### src/rtl/perf_pkg.sv
// Shared definitions for the performance-counter CSR block.
// Contents: event selector encoding, CSR address constants and the
// event-qualification helper used by the programmable counters.
package perf_pkg;

  typedef enum logic [4:0] {
    EV_NONE          = 5'd0,
    EV_LOAD_STALL    = 5'd1,
    EV_MISPREDICT    = 5'd2,
    EV_IC_MISS_START = 5'd3,
    EV_IC_MISS_CYCLE = 5'd4
  } perf_event_e;

  localparam logic [11:0] MCYCLE_ADDR        = 12'hB00;
  localparam logic [11:0] MCYCLEH_ADDR       = 12'hB80;
  localparam logic [11:0] MINSTRET_ADDR      = 12'hB02;
  localparam logic [11:0] MINSTRETH_ADDR     = 12'hB82;
  localparam logic [11:0] MHPMCNT_BASE       = 12'hB00;
  localparam logic [11:0] MHPMCNTH_BASE      = 12'hB80;
  localparam logic [11:0] MHPMEVT_BASE       = 12'h320;
  localparam logic [11:0] MCOUNTINHIBIT_ADDR = 12'h320;
  localparam logic [11:0] CYCLE_ADDR         = 12'hC00;
  localparam logic [11:0] CYCLEH_ADDR        = 12'hC80;
  localparam logic [11:0] INSTRET_ADDR       = 12'hC02;
  localparam logic [11:0] INSTRETH_ADDR      = 12'hC82;
  localparam logic [11:0] HPMCNT_BASE        = 12'hC00;

  // Counter spaces (Bxx/Cxx): bits [11:8] and [6:5] fixed, bit 7 = high half, [4:0] = index.
  localparam logic [11:0] CNT_SPACE_MASK     = 12'hF60;
  // Event space (320..33F): index in [4:0].
  localparam logic [11:0] EVT_SPACE_MASK     = 12'hFE0;

  localparam int unsigned HPM_FIRST = 3;

  // Unlisted selector codes never fire.
  function automatic logic event_fires(input logic [4:0] code,
                                       input logic       load_stall,
                                       input logic       mispredict,
                                       input logic       miss_start,
                                       input logic       miss_cycle);
    logic fire;
    fire = 1'b0;
    case (perf_event_e'(code))
      EV_LOAD_STALL:    fire = load_stall;
      EV_MISPREDICT:    fire = mispredict;
      EV_IC_MISS_START: fire = miss_start;
      EV_IC_MISS_CYCLE: fire = miss_cycle;
      default:          fire = 1'b0;
    endcase
    return fire;
  endfunction

endpackage

### src/rtl/perf_counter64.sv
// One CNT_W-bit performance counter with 32-bit half writes.
// Ports:
//   clk_i, reset_i       clock, synchronous active-high reset
//   inc_i, inhibit_i     count request and its inhibit
//   wr_lo_i, wr_hi_i     write low / high 32-bit half from wdata_i
//   wdata_i              write data
//   cnt_o                registered count
// A write to either half suppresses the increment for that cycle; the
// unwritten half is held. CNT_W must lie in 33..64.
module perf_counter64 #(
  parameter int unsigned CNT_W = 64
) (
  input  logic             clk_i,
  input  logic             reset_i,
  input  logic             inc_i,
  input  logic             inhibit_i,
  input  logic             wr_lo_i,
  input  logic             wr_hi_i,
  input  logic [31:0]      wdata_i,
  output logic [CNT_W-1:0] cnt_o
);

  logic [CNT_W-1:0] cnt_q, cnt_d;

  always_comb begin
    cnt_d = cnt_q;
    if (wr_lo_i || wr_hi_i) begin
      if (wr_lo_i) cnt_d[31:0]       = wdata_i;
      if (wr_hi_i) cnt_d[CNT_W-1:32] = wdata_i[CNT_W-33:0];
    end else if (inc_i && !inhibit_i) begin
      cnt_d = cnt_q + CNT_W'(1);
    end
  end

  always_ff @(posedge clk_i) begin
    if (reset_i) cnt_q <= '0;
    else         cnt_q <= cnt_d;
  end

  assign cnt_o = cnt_q;

endmodule

### src/rtl/perf_counter_csr.sv
// RV32 Zicntr/Zihpm performance counters exposed as CSRs.
// Reads decode the EX-stage address combinationally and return registered
// state; writes commit from WB.
// Ports:
//   clk_i, reset_i          clock, synchronous active-high reset
//   csr_raddr_ex_i          read address; csr_rdata_ex_o / csr_hit_ex_o result
//   csr_we_wb_i, csr_waddr_wb_i, csr_wdata_wb_i   write port
//   valid_wb_i, stall_wb_i  retire = valid & ~stall
//   load_stall_i, pc_src_i, flush_ex_i, instr_hit_fi_i   event sources
// Build option: PERF_HPM_EN enables NUM_HPM programmable counters/events.
// Without it only mcycle/minstret exist; mhpm* addresses hit and read zero.
module perf_counter_csr
  import perf_pkg::*;
#(
  parameter int unsigned NUM_HPM = 4,
  parameter int unsigned CNT_W   = 64
) (
  input  logic        clk_i,
  input  logic        reset_i,
  input  logic [11:0] csr_raddr_ex_i,
  output logic [31:0] csr_rdata_ex_o,
  output logic        csr_hit_ex_o,
  input  logic        csr_we_wb_i,
  input  logic [11:0] csr_waddr_wb_i,
  input  logic [31:0] csr_wdata_wb_i,
  input  logic        valid_wb_i,
  input  logic        stall_wb_i,
  input  logic        load_stall_i,
  input  logic [1:0]  pc_src_i,
  input  logic        flush_ex_i,
  input  logic        instr_hit_fi_i
);

`ifdef PERF_HPM_EN
  localparam int unsigned NUM_CNT      = 2 + NUM_HPM;
  localparam logic [31:0] INHIBIT_MASK = 32'h5 | (((32'd1 << NUM_HPM) - 32'd1) << HPM_FIRST);
`else
  localparam int unsigned NUM_CNT      = 2;
  localparam logic [31:0] INHIBIT_MASK = 32'h5;
`endif

  // Slot 0 = mcycle, slot 1 = minstret, slot 2+k = mhpmcounter(3+k).
  logic [CNT_W-1:0]   cnt [NUM_CNT];
  logic [NUM_CNT-1:0] inc, inhibit, wr_lo, wr_hi;
  logic [31:0]        mcountinhibit_q, mcountinhibit_d;
  logic               retire;
  logic [4:0]         widx, ridx;
  logic [CNT_W-1:0]   sel;

  assign retire = valid_wb_i & ~stall_wb_i;
  assign widx   = csr_waddr_wb_i[4:0];
  assign ridx   = csr_raddr_ex_i[4:0];

`ifdef PERF_HPM_EN
  logic [4:0] mhpmevent_q [NUM_HPM];
  logic [4:0] mhpmevent_d [NUM_HPM];
  logic       prev_hit_q, prev_hit_d;
  logic       mispredict, miss_start, miss_cycle;

  assign mispredict = flush_ex_i & (pc_src_i != 2'b00);
  // prev_hit resets to 1 so a miss on the first cycle after reset counts as a start.
  assign miss_start = prev_hit_q & ~instr_hit_fi_i;
  assign miss_cycle = ~instr_hit_fi_i;
  assign prev_hit_d = instr_hit_fi_i;
`else
  logic unused_event_inputs;
  assign unused_event_inputs = ^{load_stall_i, pc_src_i, flush_ex_i, instr_hit_fi_i};
`endif

  // Write decode: only the machine (Bxx) counter space and the 32x event space.
  always_comb begin
    wr_lo           = '0;
    wr_hi           = '0;
    mcountinhibit_d = mcountinhibit_q;
`ifdef PERF_HPM_EN
    mhpmevent_d     = mhpmevent_q;
`endif
    if (csr_we_wb_i && ((csr_waddr_wb_i & CNT_SPACE_MASK) == MHPMCNT_BASE)) begin
      if (widx == 5'd0) begin
        wr_lo[0] = ~csr_waddr_wb_i[7];
        wr_hi[0] =  csr_waddr_wb_i[7];
      end
      if (widx == 5'd2) begin
        wr_lo[1] = ~csr_waddr_wb_i[7];
        wr_hi[1] =  csr_waddr_wb_i[7];
      end
`ifdef PERF_HPM_EN
      for (int unsigned k = 0; k < NUM_HPM; k++) begin
        if (widx == 5'(HPM_FIRST + k)) begin
          wr_lo[2+k] = ~csr_waddr_wb_i[7];
          wr_hi[2+k] =  csr_waddr_wb_i[7];
        end
      end
`endif
    end
    if (csr_we_wb_i && ((csr_waddr_wb_i & EVT_SPACE_MASK) == MHPMEVT_BASE)) begin
      if (widx == 5'd0) mcountinhibit_d = csr_wdata_wb_i & INHIBIT_MASK;
`ifdef PERF_HPM_EN
      for (int unsigned k = 0; k < NUM_HPM; k++) begin
        if (widx == 5'(HPM_FIRST + k)) mhpmevent_d[k] = csr_wdata_wb_i[4:0];
      end
`endif
    end
  end

  always_comb begin
    inc        = '0;
    inhibit    = '0;
    inc[0]     = 1'b1;
    inhibit[0] = mcountinhibit_q[0];
    inc[1]     = retire;
    inhibit[1] = mcountinhibit_q[2];
`ifdef PERF_HPM_EN
    for (int unsigned k = 0; k < NUM_HPM; k++) begin
      inc[2+k]     = event_fires(mhpmevent_q[k], load_stall_i, mispredict, miss_start, miss_cycle);
      inhibit[2+k] = mcountinhibit_q[HPM_FIRST+k];
    end
`endif
  end

  for (genvar g = 0; g < NUM_CNT; g++) begin : g_cnt
    perf_counter64 #(.CNT_W(CNT_W)) u_cnt (
      .clk_i     (clk_i),
      .reset_i   (reset_i),
      .inc_i     (inc[g]),
      .inhibit_i (inhibit[g]),
      .wr_lo_i   (wr_lo[g]),
      .wr_hi_i   (wr_hi[g]),
      .wdata_i   (csr_wdata_wb_i),
      .cnt_o     (cnt[g])
    );
  end

  always_ff @(posedge clk_i) begin
    if (reset_i) begin
      mcountinhibit_q <= '0;
`ifdef PERF_HPM_EN
      prev_hit_q      <= 1'b1;
      for (int unsigned k = 0; k < NUM_HPM; k++) mhpmevent_q[k] <= '0;
`endif
    end else begin
      mcountinhibit_q <= mcountinhibit_d;
`ifdef PERF_HPM_EN
      prev_hit_q      <= prev_hit_d;
      mhpmevent_q     <= mhpmevent_d;
`endif
    end
  end

  // Read decode. Index 1 (time) is not ours; counter/event indices 3..31
  // beyond the implemented set are architecturally legal and read zero.
  always_comb begin
    csr_hit_ex_o   = 1'b0;
    csr_rdata_ex_o = '0;
    sel            = '0;
    if (((csr_raddr_ex_i & CNT_SPACE_MASK) == MHPMCNT_BASE) ||
        ((csr_raddr_ex_i & CNT_SPACE_MASK) == HPMCNT_BASE)) begin
      if (ridx != 5'd1) begin
        csr_hit_ex_o = 1'b1;
        if (ridx == 5'd0) sel = cnt[0];
        if (ridx == 5'd2) sel = cnt[1];
`ifdef PERF_HPM_EN
        for (int unsigned k = 0; k < NUM_HPM; k++) begin
          if (ridx == 5'(HPM_FIRST + k)) sel = cnt[2+k];
        end
`endif
        csr_rdata_ex_o = csr_raddr_ex_i[7] ? 32'(sel >> 32) : sel[31:0];
      end
    end else if ((csr_raddr_ex_i & EVT_SPACE_MASK) == MHPMEVT_BASE) begin
      if (ridx == 5'd0) begin
        csr_hit_ex_o   = 1'b1;
        csr_rdata_ex_o = mcountinhibit_q;
      end else if (ridx >= 5'd3) begin
        csr_hit_ex_o = 1'b1;
`ifdef PERF_HPM_EN
        for (int unsigned k = 0; k < NUM_HPM; k++) begin
          if (ridx == 5'(HPM_FIRST + k)) csr_rdata_ex_o = {27'b0, mhpmevent_q[k]};
        end
`endif
      end
    end
  end

endmodule

### config.mk
export PLATFORM = sky130hd
export DESIGN_NAME = perf_counter_csr
export DESIGN_NICKNAME = d
export VERILOG_FILES = /design/src/rtl/perf_pkg.sv /design/src/rtl/perf_counter64.sv /design/src/rtl/perf_counter_csr.sv
export SDC_FILE = /design/constraint.sdc
export NUM_CORES = 1
export LEC_CHECK = 0
export ABC_AREA = 1
export BUFFER_PORTS_ARGS = -buffer_cell sky130_fd_sc_hd__buf_4
export CORE_ASPECT_RATIO = 1.25
export CORE_UTILIZATION = 35
export CTS_CLUSTER_DIAMETER = 200
export DETAILED_ROUTE_END_ITERATION = 10
export PLACE_DENSITY = 0.63
export SLEW_MARGIN = 25
export SYNTH_ARGS = -nofsm -noshare
export SYNTH_HDL_FRONTEND = slang
export SYNTH_SLANG_ARGS = --single-unit
### constraint.sdc
create_clock -name clk_i -period 3.4 [get_ports clk_i]
set_input_delay 0.34 -clock clk_i [delete_from_list [all_inputs] [get_ports clk_i]]
set_output_delay 0.34 -clock clk_i [all_outputs]
set_load 0.02 [all_outputs]
== After elaboration in Yosys (flattened, before gate mapping) ==
Index checks and enable logic that the tools add are counted.

* Register bits after elaboration: 130
* Input bits: 66

* Magnitude comparators: 1
* Muxes and demuxes: 26
* Reductions and logical operators: 15
* Equal/unequal tests: 13
* Bitwise gates (word level): 3
* Add/subtract/negate cells: 2

{| class="wikitable"
|+ Operator list
! operator !! number
|-
| two-way mux 64 bit || 6
|-
| two-way mux 32 bit || 7
|-
| adder 64 x 1 -> 64 bit (second input constant) || 2
|-
| == test 6 bit (second input constant) || 3
|-
| == test 7 x 5 -> 1 bit (second input constant) || 2
|-
| == test 5 x 2 -> 1 bit (second input constant) || 2
|-
| zero test 5 bit || 2
|-
| AND reduction 2 bit || 5
|-
| two-way mux 1 bit || 9
|-
| inequality test 2 bit (second input constant) || 4
|-
| two-way mux 3 bit || 2
|-
| >= comparator 5 x 2 -> 1 bit (second input constant) || 1
|-
| inequality test 5 x 1 -> 1 bit (second input constant) || 1
|-
| two-way mux 2 bit || 2
|-
| logical AND 1 bit || 3
|-
| logical OR 1 bit || 3
|-
| inequality test 2 x 1 -> 1 bit (second input constant) || 1
|-
| inverter 1 bit || 2
|-
| nonzero test 2 bit || 1
|-
| AND 1 bit || 1
|-
| zero test 1 bit || 1
|}

== Longest topological paths before layout ==
Gate-level depths: netlist (run 1).

* Word-level depth: 6
* Gate-level depth with buffers: 12
* Gate-level depth less buffers: 12

== By module ==
Synthesis (run 1) repeated with hierarchy kept, for this count alone.

* Cell total of the unflattened synthesis: 2092
* Area total of the unflattened synthesis: 11801.3 µm²

{| class="wikitable"
|+ Modules (own cells, without submodules)
! module !! instances !! sequential area each (µm²) !! area an instance (µm²) !! cells an instance
|-
| perf_counter64 || 2 || 1281.2 || 4904.7 || 831
|-
| perf_counter_csr || 1 || 40.0 || 1991.9 || 430
|}

== Worst setup path after synthesis (run 1) ==
No wires, ideal clock.

* Path type: input port to output port
* From: in csr_raddr_ex_i[4]
* To: out csr_rdata_ex_o[30]
* Data arrival time: 1.565 ns
* Stages: 8
* Path slack: 1.495 ns
* Path buffers: 1
* Required time: 3.060 ns
* Cells stage by stage: nor2_1 > nand2_1 > nor3_2 > inv_2 > clkbuf_1 > o22ai_1 > o21ai_0 > nor2_1

* Word-level cells in the longest chain between the ends: 6
* Elaborated cells between the ends (all ways): 8

{| class="wikitable"
|+ RTL lines
! what !! line !! text
|-
| start, declared || perf_counter_csr.sv:20 || <nowiki>input logic [11:0] csr_raddr_ex_i,</nowiki>
|-
| zero test 5 bit || perf_counter_csr.sv:160 || <nowiki>if (ridx == 5'd0) sel = cnt[0];</nowiki>
|-
| two-way mux 64 bit || perf_counter_csr.sv:160 ||
|-
| two-way mux 64 bit || perf_counter_csr.sv:161 || <nowiki>if (ridx == 5'd2) sel = cnt[1];</nowiki>
|-
| two-way mux 32 bit || perf_counter_csr.sv:167 || <nowiki>csr_rdata_ex_o = csr_raddr_ex_i[7] ? 32'(sel >> 32) : sel[31:0];</nowiki>
|-
| two-way mux 32 bit (*) || perf_counter_csr.sv:158 || <nowiki>if (ridx != 5'd1) begin</nowiki>
|-
| two-way mux 32 bit (*) || perf_counter_csr.sv:156 || <nowiki>if (((csr_raddr_ex_i & CNT_SPACE_MASK) == MHPMCNT_BASE) ||</nowiki>
|-
| end, declared || perf_counter_csr.sv:21 || <nowiki>output logic [31:0] csr_rdata_ex_o,</nowiki>
|}

Mark *: on every way between the ends. The rest lies on a longest branch, timed or not.

== Worst setup path after layout (run 1) ==
* From: in csr_raddr_ex_i[4]
* To: out csr_rdata_ex_o[12]

The elaborated chain is that of the path after synthesis.

==> results of run 1 <==
==> state kept, by name, summed over array words and instances, names as in the netlist <==
signal and cells:
mcountinhibit_q 2, g_cnt.u_cnt.cnt_o 128
==> routing by layer <==
metal / wire [um] / share of wire, %
met5: 0 / 0
met4: 3457 / 7.1
met3: 3183 / 6.6
met2: 22760 / 47
met1: 19160 / 39
==> metrics by stage <==
step / total power (W) / hold slack [ns] / area [um2]
4_1_cts: 0.003794 / 0.1017 / 12400
3_5_place_dp: 0.002068 / 0.4714 / 11880
5_1_grt: 0.003911 / 0.1067 / 12400
6_report: 0.003795 / 0.1050 / 12400
3_3_place_gp: 0.002057 / 0.4698 / 11880
2_1_floorplan: 0.001875 / 0.4091 / 10980
==> final cells by class <==
type                    instances  area share [%]
multi-input cells            1578           59.42
clock inverters                 6          0.4641
inverters                     157           4.752
well taps                     407           4.106
clock buffers                  25           3.753
flip-flops and latches        130           20.98
repair buffers                106           6.517
==> kinds of logic after synthesis <==
family | count (synthesis)
simple gates | 1031
compound gates | 498
buf+inv | 243
flops | 130
fa+ha+maj | 2
xor+xnor | 47
==> synthesized netlist by cell type, types with 5 or more instances <==
master | count | area [um2]
o21ai_0 | 234 | 1171
a21oi_1 | 208 | 1041
o21ai_1 | 9 | 45.04
nor3_1 | 7 | 35.03
buf_2 | 32 | 160.2
nand2_2 | 25 | 156.4
xnor2_1 | 25 | 219.0
inv_1 | 150 | 563.0
a221oi_1 | 30 | 262.8
nand2_1 | 522 | 1959
inv_2 | 6 | 22.52
xor2_1 | 22 | 192.7
dfxtp_1 | 130 | 2603
buf_6 | 5 | 56.30
a31oi_1 | 7 | 43.79
nand3_1 | 75 | 375.4
nor2_4 | 10 | 112.6
clkbuf_1 | 42 | 157.7
nand4_1 | 25 | 156.4
nor2_1 | 334 | 1254
nor2_2 | 17 | 106.4
==> final timing paths <==
kind,start,endpoint,slack [ns]
setup / recovery,csr_raddr_ex_i[4],csr_rdata_ex_o[12],1.01
hold reg to reg,mcountinhibit_q[2],mcountinhibit_q[2],0.48
setup reg to reg,g_cnt[1].u_cnt.cnt_o[1],g_cnt[1].u_cnt.cnt_o[30],1.20
hold / removal,reset_i,g_cnt[1].u_cnt.cnt_o[2],0.10
==> where the power goes <==
part           total (W)  internal (W)  switching (W)
combinational   0.000399      0.000144       0.000254
sequential       0.00165       0.00157      0.0000759
clock            0.00175       0.00101       0.000735
==> metrics, run 1 <==
outcome=completed; most used cell, CP=buf_4; largest net degree at the start of global routing=90; Synth Area in Simple Gates=39.05%; sequential fraction of the synthesis area=23.70%; pwr dens=306.0 nW/um2; Synth Area in Compound Gates=24.03%; drt drc=0; vias in the first global route=12315; share of layout cells above drive strength 1=9.890%; Place WS=1.031 ns; vias=13377; TritonCTS Sinks=130; hold path depth=2; worst stage delay on the critical path=0.32 ns; H-Tree Level Count=4; post-layout util=40.14%; register area=2603 um2; Detail Route Antenna Nets=0; maximum clock path buffer count=2; Initial Utilization=35.54%; synthesized cell area=10980 um2; crit path max fanout=33; first-pass GRT wire length=72220 um; Final Max Tran Viols=0; Ys Warns=0; final setup vio count=0; CP bufs+invs=5; VDD IR max=0.2746 mV; crit end category=output pin; total CTS buffers=17; endpoints failing hold=0; post-synthesis mux area share=0%; grt met1 use=36.28%; gr usage total=30.02%; setup ws final=1.013 ns; Async SR Flop Fraction=0%; fill count=3382; most frequent cells in the layout=522 x nand2_1, 334 x nor2_1, 234 x o21ai_0; setup bufs post-CTS=0; Final min period=2.387 ns; largest family of logic cells by synthesized area=simple AND/OR/NAND/NOR gates; Final Wtd Congestion=1.000; Post-Syn Instances=1951; Synth Register Bits=130; antenna cells=0; Lkg Pwr=4.348 nW; drt pass-1 iters=6; Layout area overhead=12.93%; Rows=72; Synth cell types=42; EDFF count, synth=0; Critical Path Start Type=primary input; critical path depth=9; Cell Chain, Critical Path=buf_4 > nor2_1 > nand4_1 > buf_4 > inv_1 > buf_4 > a221oi_1 > nor2_1 > buf_4; Top FF cell, synth=dfxtp_1; CTS Root Cell=clkbuf_16; Fmax=0.4189 GHz; die height=200.0 um; Crit Path Category=primary input to output pin; Clock Latency Late Sink=0.44 ns; Final Non-Filler Cells=2409; CP max stage cell=buf_4; grt ovf=0; Worst Path Arrival=2.05 ns; Synth Area in XOR/XNOR=3.748%; multi-input logic area=7370 um2; CTS resizes=0; setup TNS=0 ns; global route hottest layer=met2; die area=32090 um2; period utilization=70.21%; DPL Wire Length=37330 um; synthesized-area fraction occupied by adder cells=0.2279%; commonest non-fill, non-tap cell in the layout=nand2_1; routed vias/inst=5.553; Top delay family on crit path=buffers and inverters; Slew HR=37.12%; Critical Path RT=3.06 ns; Port-buffer cells=93; Hold WC Path Type=primary input to flip-flop; DP Cell Count=2378; Die X=160.4 um; worst slew pin tran=0.9422 ns; initial antenna violation count=0; Worst R2R Path Depth=10; RSZ-0062 raised after global routing=no; Setup Skew=0.009273 ns; wire per inst=20.16 um; final WL=48570 um; 1st-iter DRT viols=1368; Max Cap Violations=0; TritonCTS clock tree=built; Post-Syn Area per Cell=5.629 um2; core area=30900 um2; met2 Use GR=50.14%; Syn Nets=2019; Final nets=2058; clk slew on worst S/H paths=0.06 ns; met3 Use GR=3.368%; # IOs=99; # hold bufs at CTS=0
No activity file was read; power rests on OpenSTA's default activity.
==> run 2: changes to the inputs <==
- clock period: 3.4 -> 2.47 ns (I/O delays scaled with it)
==> metrics, run 2 (same netlist as run 1, synthesis figures left out) <==
outcome=completed; Detail Route Antenna Nets=0 (unchanged); CTS Root Cell=clkbuf_16; share of layout cells above drive strength 1=10.90% (+1.0 points); vias=13462 (+0.64%); Final nets=2076 (+0.87%); dpl cell area=12080 um2 (+1.7%); endpoints failing hold=0 (unchanged); Slew HR=32.36% (-4.8 points); final setup vio count=0 (unchanged); crit end category=flip-flop; Final Cell Area=12620 um2 (+1.7%); r2r endpoint=g_cnt[0].u_cnt.cnt_o[47]; 1st-iter DRT viols=1332 (-2.6%); Final Wtd Congestion=1.027 (+2.7%); Worst setup endpoint=g_cnt[0].u_cnt.cnt_o[47]; Worst R2R Path Depth=8 (-2); maximum clock path buffer count=2 (unchanged); Clock Latency Late Sink=0.45 ns (about the same); pwr dens=418.0 nW/um2 (+37%); total CTS buffers=17 (unchanged); CTS resizes=0 (unchanged); wire per inst=20.48 um (+1.6%); first-pass GRT wire length=72860 um (+0.89%); setup bufs post-CTS=0 (unchanged); # hold bufs at CTS=0 (unchanged); Worst Path Arrival=2.53 ns (+0.48 ns); Fmax=0.4626 GHz; clk slew on worst S/H paths=0.06 ns (about the same); H-Tree Level Count=4 (unchanged); largest net degree at the start of global routing=74 (-18%); drt drc=0 (unchanged); R2R setup slack=0.31 ns (-0.89 ns); Initial Utilization=35.54% (unchanged); Largest register FFs=128 (unchanged); die height=200.0 um (unchanged); most frequent cells in the layout=522 x nand2_1, 334 x nor2_1, 234 x o21ai_0; Port-buffer cells=93 (unchanged); Final min period=2.162 ns; RSZ-0062 raised after global routing=no; Critical Path Start Type=flip-flop; commonest non-fill, non-tap cell in the layout=nand2_1; Rows=72 (unchanged); antenna cells=0 (unchanged); gr usage total=30.51% (+0.50 points); Lkg Pwr=4.478 nW (+3.0%); core area=30900 um2 (unchanged); final WL=49670 um (+2.3%); grt ovf=0 (unchanged); Final Max Tran Viols=0 (unchanged); hold_ws=0.02928 ns (-0.07569 ns); Setup Skew=0.01383 ns (+0.004558 ns); RR Startpoint=g_cnt[0].u_cnt.cnt_o[11]; die area=32090 um2 (unchanged); crit path launch=g_cnt[0].u_cnt.cnt_o[11]; Hold WC Path Type=primary input to flip-flop; TritonCTS Sinks=130 (unchanged); Die X=160.4 um (unchanged); # IOs=99 (unchanged); VDD IR max=0.2887 mV (+5.2%); period utilization=87.51%; Layout area overhead=14.88%; initial antenna violation count=0 (unchanged); Crit Path Category=flip-flop to flip-flop; DPL Wire Length=38120 um (+2.1%); drt pass-1 iters=5 (-1); crit path max fanout=6 (-82%); TritonCTS clock tree=built; Critical Path RT=2.84 ns (-0.22 ns); Max Cap Violations=0 (unchanged); routed vias/inst=5.551 (about the same); worst slew pin tran=1.013 ns (+0.07125 ns); vias in the first global route=12372 (+0.46%); setup TNS=0 ns (unchanged)
[run 2: cell count changes in the layout (fill, tap and decap cells not counted)]
cell / before / now
bufinv_16: 1 / 0
clkbuf_8: 1 / 6
buf_12: 1 / 6
clkbuf_1: 7 / 1
buf_4: 105 / 118
[run 2: worst min-delay path by stage]
stage                     slack (ns)  depth (start not counted)                from                       to
after floorplan                 0.32                          1             reset_i  g_cnt[1].u_cnt.cnt_o[2]
after global placement          0.47                          2  mcountinhibit_q[2]       mcountinhibit_q[2]
after detailed placement        0.47                          2  mcountinhibit_q[2]       mcountinhibit_q[2]
after CTS                       0.02                          2             reset_i  g_cnt[1].u_cnt.cnt_o[2]
after global routing            0.03                          2             reset_i  g_cnt[1].u_cnt.cnt_o[4]
final                           0.03                          2             reset_i  g_cnt[1].u_cnt.cnt_o[4]
[run 2: through the flow]
stage	std cells	power, W	utilization (%)	setup slack (ns)
final	2425	0.005273	40.83	0.3085
after global routing	2425	0.005426	40.83	0.1804
after CTS	2425	0.005270	40.83	0.3695
after detailed placement	2396	0.002854	39.08	0.3831
after global placement	2396	0.002844	39.08	0.3964
after floorplan	1951	0.002582	-	0.7507
[run 2: worst max-delay path, cell delays in order (launching register included)]
cell and delay [ns]:
dfxtp_1 0.48, nand2_1 0.14, nor2_1 0.37, nand2_1 0.16, nor2_4 0.27, nand2_2 0.22
o21ai_0 0.20, nand3_1 0.09, a21oi_1 0.14
[run 2: per-layer routing]
metal	vias up	global-route usage [%]	routed length, um
li1	6497	-	-
met1	6260	35.94	19650
met2	570	53.28	24150
met3	135	3.678	2953
met4	0	18.24	2913
met5	-	0	0
[run 2: area by class of cell]
type / instances / area, um2
tap: 407 / 509.2
sequential: 130 / 2603
clock inverter: 5 / 27.53
timing repair buffer: 124 / 1006
multi-input combinational: 1578 / 7370
clock buffer: 24 / 511.7
inverter: 157 / 589.3
fill: 3435 / 18280
[run 2: power breakdown]
group | switching (W) | internal (W)
Clock | 0.00103 | 0.00142
Combinational | 0.000356 | 0.000208
Sequential | 0.0000997 | 0.00216
Total | 0.00148 | 0.00379
